`src/rtl/mem_ctrl_pkg.sv`:
```
// Shared types for the memory sweep controller: FSM states, command modes and
// the default memory address port width.
package mem_ctrl_pkg;

  localparam int MEM_ADDR_W = 32;

  typedef enum logic [1:0] {
    ST_IDLE,
    ST_FILL,
    ST_DUMP,
    ST_FIN
  } sweep_state_e;

  typedef enum logic {
    MODE_DUMP = 1'b0,
    MODE_FILL = 1'b1
  } sweep_mode_e;

endpackage

```
`src/rtl/sweep_skid_buf.sv`:
```
// Two-entry FIFO holding DUMP beats as {last, data}; the only beat storage in
// the sweep controller. Caller guarantees no push when full, no pop when empty.
module sweep_skid_buf #(
  parameter int unsigned WID = 8
) (
  input  logic           clk_i,
  input  logic           rst_ni,
  input  logic           push_i,
  input  logic [WID-1:0] push_data_i,
  input  logic           push_last_i,
  input  logic           pop_i,
  output logic [WID-1:0] head_data_o,
  output logic           head_last_o,
  output logic [1:0]     count_o
);

  logic [WID-1:0] data_q [2];
  logic [1:0]     last_q;
  logic           rd_q;
  logic           wr_q;
  logic [1:0]     cnt_q;

  always_ff @(posedge clk_i or negedge rst_ni) begin
    if (!rst_ni) begin
      for (int unsigned i = 0; i < 2; i++) data_q[i] <= '0;
      last_q <= '0;
      rd_q   <= 1'b0;
      wr_q   <= 1'b0;
      cnt_q  <= '0;
    end else begin
      if (push_i) begin
        data_q[wr_q] <= push_data_i;
        last_q[wr_q] <= push_last_i;
        wr_q         <= ~wr_q;
      end
      if (pop_i) rd_q <= ~rd_q;
      cnt_q <= cnt_q + 2'(push_i) - 2'(pop_i);
    end
  end

  assign head_data_o = data_q[rd_q];
  assign head_last_o = last_q[rd_q];
  assign count_o     = cnt_q;

endmodule

```
`src/rtl/mem_sweep_ctrl.sv`:
```
// FILL/DUMP sequencer for one registered-read dual-port BRAM.
// MEM_SWEEP_INCR_PATTERN_EN: FILL writes fill_data + addr instead of a constant.
module mem_sweep_ctrl
  import mem_ctrl_pkg::*;
#(
  parameter int unsigned WID_MEM   = 8,
  parameter int unsigned DEPTH_MEM = 2048,
  parameter int unsigned ADDR_W    = MEM_ADDR_W
) (
  input  logic               clk,
  input  logic               reset,
  input  logic               start,
  input  logic               mode,
  input  logic [WID_MEM-1:0] fill_data,
  output logic               busy,
  output logic               done,
  output logic [ADDR_W-1:0]  mem_raddr,
  output logic [ADDR_W-1:0]  mem_waddr,
  output logic [WID_MEM-1:0] mem_din,
  output logic               mem_we,
  input  logic [WID_MEM-1:0] mem_dout,
  output logic [WID_MEM-1:0] out_data,
  output logic               out_valid,
  input  logic               out_ready,
  output logic               out_last
);

  localparam int unsigned   AW        = $clog2(DEPTH_MEM);
  localparam logic [AW-1:0] ADDR_LAST = AW'(DEPTH_MEM - 1);

  sweep_state_e     state_q;
  logic [AW-1:0]    addr_q;
  logic [WID_MEM-1:0] fill_q;
  logic             inflight_q;
  logic             inflight_last_q;
  logic             issued_all_q;

  logic [1:0]       skid_cnt;
  logic             skid_last;
  logic             pop;
  logic             issue;
  logic [2:0]       credit;
  logic [WID_MEM-1:0] fill_word;

  sweep_skid_buf #(
    .WID (WID_MEM)
  ) u_skid (
    .clk_i       (clk),
    .rst_ni      (reset),
    .push_i      (inflight_q),
    .push_data_i (mem_dout),
    .push_last_i (inflight_last_q),
    .pop_i       (pop),
    .head_data_o (out_data),
    .head_last_o (skid_last),
    .count_o     (skid_cnt)
  );

  assign out_valid = (skid_cnt != 2'd0);
  assign out_last  = out_valid && skid_last;
  assign pop       = out_valid && out_ready;

  // Occupancy is counted after this cycle's pop so a streaming consumer
  // sustains one beat per cycle without ever overfilling the buffer.
  always_comb begin
    credit = 3'(skid_cnt) - 3'(pop) + 3'(inflight_q);
    issue  = (state_q == ST_DUMP) && !issued_all_q && (credit < 3'd2);
  end

  always_comb begin
`ifdef MEM_SWEEP_INCR_PATTERN_EN
    fill_word = fill_q + WID_MEM'(addr_q);
`else
    fill_word = fill_q;
`endif
  end

  always_ff @(posedge clk or negedge reset) begin
    if (!reset) begin
      state_q         <= ST_IDLE;
      addr_q          <= '0;
      fill_q          <= '0;
      inflight_q      <= 1'b0;
      inflight_last_q <= 1'b0;
      issued_all_q    <= 1'b0;
    end else begin
      inflight_q      <= 1'b0;
      inflight_last_q <= 1'b0;
      unique case (state_q)
        ST_IDLE: begin
          if (start) begin
            fill_q       <= fill_data;
            issued_all_q <= 1'b0;
            if (sweep_mode_e'(mode) == MODE_FILL) begin
              state_q <= ST_FILL;
              addr_q  <= '0;
            end else begin
              // raddr already sits at 0 in IDLE, so the start cycle itself
              // issues the read of word 0 and the counter resumes at 1.
              state_q    <= ST_DUMP;
              inflight_q <= 1'b1;
              addr_q     <= AW'(1);
            end
          end
        end
        ST_FILL: begin
          if (addr_q == ADDR_LAST) begin
            state_q <= ST_FIN;
            addr_q  <= '0;
          end else begin
            addr_q <= addr_q + 1'b1;
          end
        end
        ST_DUMP: begin
          inflight_q      <= issue;
          inflight_last_q <= issue && (addr_q == ADDR_LAST);
          if (issue) begin
            if (addr_q == ADDR_LAST) issued_all_q <= 1'b1;
            else                     addr_q       <= addr_q + 1'b1;
          end
          if (pop && skid_last) begin
            state_q <= ST_FIN;
            addr_q  <= '0;
          end
        end
        ST_FIN:  state_q <= ST_IDLE;
        default: state_q <= ST_IDLE;
      endcase
    end
  end

  assign busy      = (state_q == ST_FILL) || (state_q == ST_DUMP);
  assign done      = (state_q == ST_FIN);
  assign mem_we    = (state_q == ST_FILL);
  assign mem_waddr = (state_q == ST_FILL) ? ADDR_W'(addr_q) : '0;
  assign mem_raddr = (state_q == ST_DUMP) ? ADDR_W'(addr_q) : '0;
  assign mem_din   = (state_q == ST_FILL) ? fill_word : '0;

endmodule

```
`config.mk`:
```
export PLATFORM = sky130hd
export DESIGN_NAME = mem_sweep_ctrl
export DESIGN_NICKNAME = d
export VERILOG_FILES = /design/src/rtl/mem_ctrl_pkg.sv /design/src/rtl/sweep_skid_buf.sv /design/src/rtl/mem_sweep_ctrl.sv
export SDC_FILE = /design/constraint.sdc
export NUM_CORES = 1
export LEC_CHECK = 0
export CORE_MARGIN = 3
export CORE_UTILIZATION = 35
export CTS_CLUSTER_DIAMETER = 30
export DETAILED_ROUTE_END_ITERATION = 8
export PLACE_DENSITY = 0.66
export REMOVE_ABC_BUFFERS = 1
export SLEW_MARGIN = 10
export SYNTH_ARGS = -nofsm -noshare
export SYNTH_HDL_FRONTEND = slang
export SYNTH_SLANG_ARGS = --single-unit
```
`constraint.sdc`:
```
create_clock -name clk -period 4.5 [get_ports clk]
set_input_delay 0.9 -clock clk [delete_from_list [all_inputs] [get_ports clk]]
set_output_delay 0.9 -clock clk [all_outputs]
set_load 0.02 [all_outputs]
```
# == Word-level counts from Yosys, hierarchy flattened ==
# Index checks and enable logic that the tools add are counted.
# op_classes
reduce_logical,18
shift,0
div_mod_pow,0
n_mul,0
n_lt_le_gt_ge,7
add_sub_neg,5
n_eq_ne,11
muxes,34
n_bitwise,4
# op_table
cell,n
$mux W11,7
$mux W8,5
$pmux W11 S3,1
$bwmux W16,1
$add A11 B1 Y11 const B,1
$eq A11 B11 Y1 const B,1
$mux W1,10
$demux W8 S1,1
$logic_and A1 B1 Y1,8
$mux W2,4
$ne A2 B2 Y1 const B,4
$pmux W2 S4,1
$reduce_and A4 Y1,2
$ne A3 B3 Y1 const B,2
$eq A2 B2 Y1 const B,2
$ge A2 B2 Y1 const B,2
$lt A1 B2 Y1 const B,2
$not A1 Y2,2
$pmux W1 S2,2
$reduce_bool A2 Y1,2
$add A3 B1 Y3,1
$lt A3 B2 Y1 const B,1
$reduce_and A3 Y1,1
$reduce_bool A3 Y1,1
other kinds (14),15
# totals
latchBits,0
wordCells,91
out_inout_bits,85
regBits,46
in_bits,21
memories,0
romBits,0
ram_bits,0

# == Depth between registers and ports, before layout ==
# Gate-level depths: netlist of the first run.
# logic_depth
ltp_word,9
mapped_depth,12
depth_no_buf,11

# == Modules after synthesis ==
# A second synthesis of the first run with hierarchy kept.
# unflattened
hier_cells,269
hier_area_um2,2941.6
# by_module_without_submodules
module,cells_per_inst,instances,area_each_um2
mem_sweep_ctrl,208,1,1954.4
sweep_skid_buf,61,1,987.2

# == Worst setup path before layout of the first run ==
# OpenSTA, ideal clock, no wires.
# synth_timing
path_type,input port to flip-flop
start,input out_ready
end,register addr_q[5]
required_ps,4379
t_arrival_ps,2905
stages,12
slack_ps,1474
path_cell_list,o21ai_1 > inv_1 > ha_1 > inv_1 > ha_1 > fa_1 > nor2_1 > nand4_1 > o2bb2ai_2 > buf_4 > o21ai_0 > a22o_1
# synth_between
elab_chain_cells,7
word_cells_on_any_way,11
# synth_rtl
element,line_no,text
start: declaration,mem_sweep_ctrl.sv:24,"input logic out_ready,"
$logic_and A1 B1 Y1,mem_sweep_ctrl.sv:61,assign pop = out_valid && out_ready;
net pop,mem_sweep_ctrl.sv:40,logic pop;
$sub A2 B1 Y3,mem_sweep_ctrl.sv:66,credit = 3'(skid_cnt) - 3'(pop) + 3'(inflight_q);
$add A3 B1 Y3,mem_sweep_ctrl.sv:66,
net credit[1],mem_sweep_ctrl.sv:42,logic [2:0] credit;
$lt A3 B2 Y1,mem_sweep_ctrl.sv:67,issue = (state_q == ST_DUMP) && !issued_all_q && (credit < 3'd2);
$logic_and A1 B1 Y1,mem_sweep_ctrl.sv:67,
$ne A3 B3 Y1 (no source line),n/a,
$reduce_and A4 Y1 (no source line),n/a,
end signal: assignment,mem_sweep_ctrl.sv:111,addr_q <= addr_q + 1'b1;
end signal: assignment,mem_sweep_ctrl.sv:119,else addr_q <= addr_q + 1'b1;
end: declaration,mem_sweep_ctrl.sv:32,logic [AW-1:0] addr_q;
# The timed path passes the listed nets, and every way through them passes these cells.
# A chain may end at the register's enable or synchronous reset.

# == Final worst setup path of the first run ==
# layout_timing
start,input out_ready
end,register addr_q[3]
# The elaborated chain is that of the path after synthesis.

==> results.toml, run 1 <==
[cells_and_area]
diodes = 0
nets = 351
area_delta_synth_final_pct = 24.02
stdcell_area_um2 = 3431
drive_above_1_share_pct = 15.79

[sta]
drv_slew = 0
finalCritPeriodShare_pct = 79.38
max_slew_margin_pct = 30.45
worstMarginPinSlew_ns = 1.043
finalCriticalPeriod_ns = 3.572
setup-violations-final = 0
max_freq_mhz = 280.0
setup_ws_ns = 0.9280
setup_tns_ns = 0
finalHoldViolations = 0
rsz0062_at_grt = "false"
fin_skew_ns = 0.007392

[critical_path]
cp-start-kind = "primary input"
required_ns = 4.70
r2r_start = "u_skid.count_o[1]$_DFF_PN0_"
r2r_slack_ns = 1.44
worst_r2r_path_depth = 11
cp.arrival_ns = 3.77
crit_end = "addr_q[3]$_DFFE_PN0P_"
cp_slowest_stage_delay_ns = 0.47
cp_max_fo = 14
cp_cell_sequence = "clkdlybuf4s50_1 -> o21ai_1 -> inv_1 -> ha_1 -> inv_1 -> ha_1 -> fa_1 -> nor2_1 -> nand4_1 -> o2bb2ai_2 -> a21bo_1 -> a22o_1"
critPathKind = "primary input to flop"
critPathCaptureType = "flop"
startpoint = "out_ready"
slowest_stage = "o2bb2ai_2"
r2r_end = "addr_q[3]$_DFFE_PN0P_"

[cts]
clk_latency_ns = 0.30
clk_pin_slew_worst_paths_ns = 0.09
cts_buffers = 5
clockBufferDepth = 2
cts_tree = "done"
cts.htree.levels = 2
post_cts_buffers = 0
cts_root_buf = "clkbuf_8"
ctsResizeCount = 0
holdBufCountCts = 0
numClockSinks = 46

[logic_synthesis]
yosysSeqAreaShare_pct = 41.61
synth_ff_type = "dfrtp_1"
synth_edf_count = 0
yosys-top-cells-area = "dfrtp_1 (42%), mux2_2 (14%), buf_4 (12%)"
synth_cell_types = 41
async_reset_ff_share_pct = 100.0
syn_inst = 259
ys_warn_count = 0
post-synth-top-area-fraction_pct = 41.61
avgSynthCellArea_um2 = 10.68
synth-seq-cells = 46
netlist_area_um2 = 2766
synth_largest_area_cell = "dfrtp_1"

[power]
p_clk_share_pct = 14.4
seqPwrFrac_pct = 30.7
p_per_area_nw_per_um2 = 639.8
p_switching_mw = 0.8821
vdd_drop_max_v = 0.0002588
combinationalPowerShare_pct = 54.9
p_leak_nw = 1.490
switching_share_pct = 40.19
p_int_mw = 1.313

[detailed_routing]
routedWlPerCell_um = 13.46
first_iter_violations = 65
routed_wirelength_um = 5679
antenna_left = 0
vias = 1999
drt-pass1-iter-count = 4
via_per_inst = 4.737
drc = 0

[flow_run]
cap_violations = 0

[die]
io_pins = 106
start_util_pct = 37.15
die_x_um = 94.91
die_y_um = 94.91
row_count = 31
dieArea_um2 = 9007
core_area_um2 = 7447

[min_path]
hp-class = "flop to flop"

[global_routing]
grt_max_degree = 47
grt_pass1_wl_um = 9349
grt_usage_pct = 13.09
overflow = 0
antenna_found_initial = 0
first_global_vias = 1911

[placed_design]
hpwl_um = 3988
place_area_um2 = 3321
preCtsSetupSlack_ns = 0.5995
gp_congestion = 0.7933
portBuffers = 63

[outcome]
outcome = "finished clean"
[worst max-delay path, delay by kind of cell]
family                   cells  cell delay, ns
AO/OA/AOI/OAI                4            1.14
buffers and inverters        3            0.55
adder cells (fa/ha/maj)      3            0.92
AND/OR/NAND/NOR              2            0.26
[state kept, by name (all words and copies together), names as in the netlist]
| name | flops |
|---|---|
| inflight_last_q | 1 |
| u_skid.last_q | 2 |
| u_skid.count_o | 2 |
| issued_all_q | 1 |
| u_skid.data_q | 16 |
| addr_q | 11 |
| state_q | 2 |
| fill_q | 8 |
| u_skid.rd_q | 1 |
| inflight_q | 1 |
| u_skid.wr_q | 1 |
[cell usage after synthesis, types with 2 or more instances]
library cell and count:
a21oi_1 5, nand2_1 13, nand4_1 2, o2bb2ai_1 3, a41oi_1 2, o311ai_1 2
and2_1 31, o21ai_0 9, mux2_2 35, nand3_1 6, dfrtp_1 46, nand2b_1 3
nor3_1 3, buf_4 43, ha_1 7, inv_1 10, xor2_1 2, clkbuf_1 4
nor2_1 6, a22o_1 5, nor2b_1 2
[layout make-up]
class | instances | area (um^2)
Timing Repair Buffer | 63 | 625.6
Inverter | 10 | 37.54
Clock buffer | 6 | 72.57
Tap cell | 99 | 123.9
Sequential cell | 46 | 1151
Multi-Input combinational cell | 196 | 1383
Clock inverter | 2 | 37.54
Fill cell | 734 | 4016
[per-stage QoR]
stage / total power [mW] / hold WS (ns) / instances / utilization, %
finish: 2.195 / 0.4962 / 422 / 46.07
global placement: 1.871 / 0.4759 / 414 / 44.59
detailed placement: 1.898 / 0.4830 / 414 / 44.59
floorplan: 1.470 / 0.4633 / 252 / -
CTS: 2.221 / 0.5007 / 422 / 46.07
global route: 2.369 / 0.5176 / 422 / 46.07
[kinds of logic (layout without fill, tap and decap cells)]
| logic type | after synthesis | after routing | share of synthesized area [%] |
|---|---|---|---|
| other | 1 | 42 | 0.1356 |
| flip-flops | 46 | 46 | 41.61 |
| multiplexers | 37 | 37 | 15.15 |
| XOR/XNOR | 3 | 3 | 0.9500 |
| AO/OA/AOI/OAI | 34 | 34 | 9.181 |
| buffers and inverters | 58 | 81 | 13.98 |
| adder cells (fa/ha/maj) | 8 | 8 | 3.890 |
| AND/OR/NAND/NOR | 72 | 72 | 15.11 |
[worst min path at each step]
| stage | slack [ns] | endpoint | start | cells after the start |
|---|---|---|---|---|
| finish | 0.50 | u_skid.wr_q$_DFFE_PN0P_ | u_skid.wr_q$_DFFE_PN0P_ | 1 |
| global route | 0.52 | u_skid.wr_q$_DFFE_PN0P_ | u_skid.wr_q$_DFFE_PN0P_ | 1 |
| CTS | 0.50 | u_skid.wr_q$_DFFE_PN0P_ | u_skid.wr_q$_DFFE_PN0P_ | 1 |
| detailed placement | 0.48 | u_skid.wr_q$_DFFE_PN0P_ | u_skid.wr_q$_DFFE_PN0P_ | 1 |
| global placement | 0.48 | u_skid.wr_q$_DFFE_PN0P_ | u_skid.wr_q$_DFFE_PN0P_ | 1 |
| floorplan | 0.46 | u_skid.wr_q$_DFFE_PN0P_ | u_skid.wr_q$_DFFE_PN0P_ | 1 |
[power groups by stage]
stage | clock (mW) | combinational [mW] | sequential, mW
finish | 0.315 | 1.21 | 0.675
global route | 0.342 | 1.33 | 0.699
CTS | 0.323 | 1.22 | 0.675
detailed placement | 0 | 1.21 | 0.684
global placement | 0 | 1.19 | 0.678
floorplan | 0 | 0.818 | 0.652
[layer usage]
layer  track usage [%]  part of all wire (%)  vias up  wire length (um)
met2             20.08                    45       70              2551
met5                 0                     0        -                 0
met4             4.087                   1.4        0                78
li1                  -                     -      931                 -
met1             17.82                    46      991              2614
met3             3.745                   7.7        7               435
[cell usage in the layout, fill, tap and decap left out, drive strengths merged, types with 2 or more instances in the layout]
master / instances
nor2b: 2
ha: 7
nor3: 4
mux2: 36
a22o: 5
nand2: 13
inv: 10
a21oi: 6
clkdlybuf4s50: 62
o21ai: 10
clkbuf: 6
nor2: 6
dfrtp: 46
conb: 42
nand3: 6
and2: 31
o21a: 2
o311ai: 2
o2bb2ai: 4
a41oi: 2
nand2b: 3
nand4: 3
xor2: 2
Power figures use the tool's default switching activity.
==> inputs of run 2 (changes only) <==
--- a/config.mk
+++ b/config.mk
@@ -9,7 +9,7 @@
 export CORE_UTILIZATION = 35
 export CTS_CLUSTER_DIAMETER = 30
 export DETAILED_ROUTE_END_ITERATION = 8
-export PLACE_DENSITY = 0.66
+export PLACE_DENSITY = 0.69
 export REMOVE_ABC_BUFFERS = 1
 export SLEW_MARGIN = 10
 export SYNTH_ARGS = -nofsm -noshare
==> constraint.sdc (replaced) <==
create_clock -name clk -period 3.1 [get_ports clk]
set_input_delay 0.62 -clock clk [delete_from_list [all_inputs] [get_ports clk]]
set_output_delay 0.62 -clock clk [all_outputs]
set_load 0.02 [all_outputs]
==> run 2 against run 1 <==
  * Total power grew 52%
  * Non-clock buffer count grew 8
  * Wire length shrank 1.0%
  * Final area grew 2.9%
  * Sequential cell count is the same
  * Critical path depth grew 1
  * Global-route usage shrank 0.27 points
  * Sequential share of layout area shrank 0.95 points
  * Register-to-register slack lost 1.1 ns
  * Worst hold slack gained 0.0050 ns
  * Combinational power grew 59%
==> results.toml, run 2 (synthesized netlist as in run 1, its figures left out) <==
[cts]
numClockSinks = 46
cts.htree.levels = 2
clockBufferDepth = 2
cts_root_buf = "clkbuf_8"
clk_latency_ns = 0.29
cts_buffers = 5
clk_pin_slew_worst_paths_ns = 0.08
cts_tree = "done"
holdBufCountCts = 0

[die]
dieArea_um2 = 9007
row_count = 31
start_util_pct = 37.15
die_y_um = 94.91
core_area_um2 = 7447
io_pins = 106
die_x_um = 94.91

[power]
switching_share_pct = 38.88
p_clk_share_pct = 13.2
p_switching_mw = 1.298
p_per_area_nw_per_um2 = 945.6
p_leak_nw = 1.540
seqPwrFrac_pct = 29.4
p_int_mw = 2.041
power_mw = 3.339
combinationalPowerShare_pct = 57.4
vdd_drop_max_v = 0.0005114

[sta]
finalCritPeriodShare_pct = 97.68
setup_tns_ns = 0
fin_skew_ns = 0.006178
setup_ws_ns = 0.07202
finalHoldViolations = 0
worstMarginPinSlew_ns = 1.024
setup-violations-final = 0
finalCriticalPeriod_ns = 3.028
max_freq_mhz = 330.3
max_slew_margin_pct = 31.74
drv_slew = 0

[flow_run]
cap_violations = 0

[detailed_routing]
drt-pass1-iter-count = 4
drc = 0
via_per_inst = 4.614
routedWlPerCell_um = 13.07
antenna_left = 0
vias = 1984
routed_wirelength_um = 5622
first_iter_violations = 53

[placed_design]
place_inst = 421
hpwl_um = 4083
portBuffers = 63
gp_congestion = 0.8058
preCtsSetupSlack_ns = -0.2978

[critical_path]
cp_slowest_stage_delay_ns = 0.50
r2r_start = "u_skid.count_o[1]$_DFF_PN0_"
cp.arrival_ns = 3.22
startpoint = "out_ready"
r2r_slack_ns = 0.34
slowest_stage = "fa_1"
critPathBufInv = 4
cp-start-kind = "primary input"
critPathCaptureType = "flop"
critPathKind = "primary input to flop"
cp_max_fo = 6
crit_family = "adder cells"
worst_r2r_path_depth = 12
path_depth = 13
cp_cell_sequence = "clkdlybuf4s50_1 -> o21ai_2 -> inv_1 -> ha_1 -> inv_1 -> ha_1 -> fa_1 -> nor2_2 -> nand4_1 -> o2bb2ai_4 -> buf_4 -> o21ai_0 -> a22o_1"
required_ns = 3.29

[min_path]
hp-class = "primary input to async pin"

[outcome]
outcome = "finished clean"

[global_routing]
first_global_vias = 1966
grt_pass1_wl_um = 8983
antenna_found_initial = 0
overflow = 0
grt_max_degree = 47
grt_usage_pct = 12.82

[cells_and_area]
layout_commonest_cell = "clkdlybuf4s50_1"
nets = 359
diodes = 0
utilization_pct = 47.41
area_delta_synth_final_pct = 27.63
mostFrequentLayoutCells = "clkdlybuf4s50_1 (62), dfrtp_1 (46), conb_1 (42)"
drive_above_1_share_pct = 19.34
largest_register_ffs = 16
fin_cells = 430
regMostFlops = "u_skid.data_q"
top_regs = "u_skid.data_q (16), addr_q (11), fill_q (8)"
## run 2: per-layer routing
layer  vias up  share of wire [%]  global-route usage [%]
li1        953                  -                       -
met1       954                 45                   16.06
met2        72                 47                   21.20
met3         5                7.9                   3.825
met4         0               0.91                   3.966
met5         -                  0                       0
## run 2: what timing repair did
item / in CTS / in global routing
setup buffers: 0 / 1
resized for setup: 0 / 7
setup endpoints to repair: 0 / 9
endpoints found under the hold margin: 0 / 0
## run 2: final timing paths
path,end
min reg2reg,u_skid.last_q[1]$_DFFE_PN0P_
min in group clk,u_skid.last_q[1]$_DFFE_PN0P_
max in group asynchronous,fill_q[6]$_DFFE_PN0P_
max,addr_q[8]$_DFFE_PN0P_
min,u_skid.data_q[11]$_DFFE_PN0P_
max reg2reg,addr_q[8]$_DFFE_PN0P_
## run 2: final cells by class
cell class	count	area [um^2]
Fill cell	704	3916
Clock buffer	6	72.57
Inverter	10	37.54
Tap cell	99	123.9
Clock inverter	2	37.54
Timing Repair Buffer	71	689.4
Sequential cell	46	1151
Multi-Input combinational cell	196	1419
## run 2: power groups by stage
stage | combinational (mW) | sequential, mW | clock, mW
after floorplan | 1.19 | 0.946 | 0
after global placement | 1.81 | 0.981 | 0
after detailed placement | 1.84 | 0.994 | 0
after CTS | 1.86 | 0.985 | 0.461
after global routing | 2.09 | 1.02 | 0.489
final | 1.92 | 0.983 | 0.440
## run 2: worst reg2reg max path: cells and delay by family (launching register included)
family,cells,cell delay [ns]
compound gates,4,0.73
fa+ha+maj,3,0.95
buf+inv,3,0.26
flops,1,0.43
simple gates,2,0.30
## run 2: stage by stage
step / cell area (um^2) / hold slack (ns)
5_1_grt: 3531 / 0.5201
3_5_place_dp: 3373 / 0.4842
4_1_cts: 3483 / 0.5095
2_1_floorplan: 2571 / 0.3244
3_3_place_gp: 3373 / 0.4757
6_report: 3531 / 0.5012
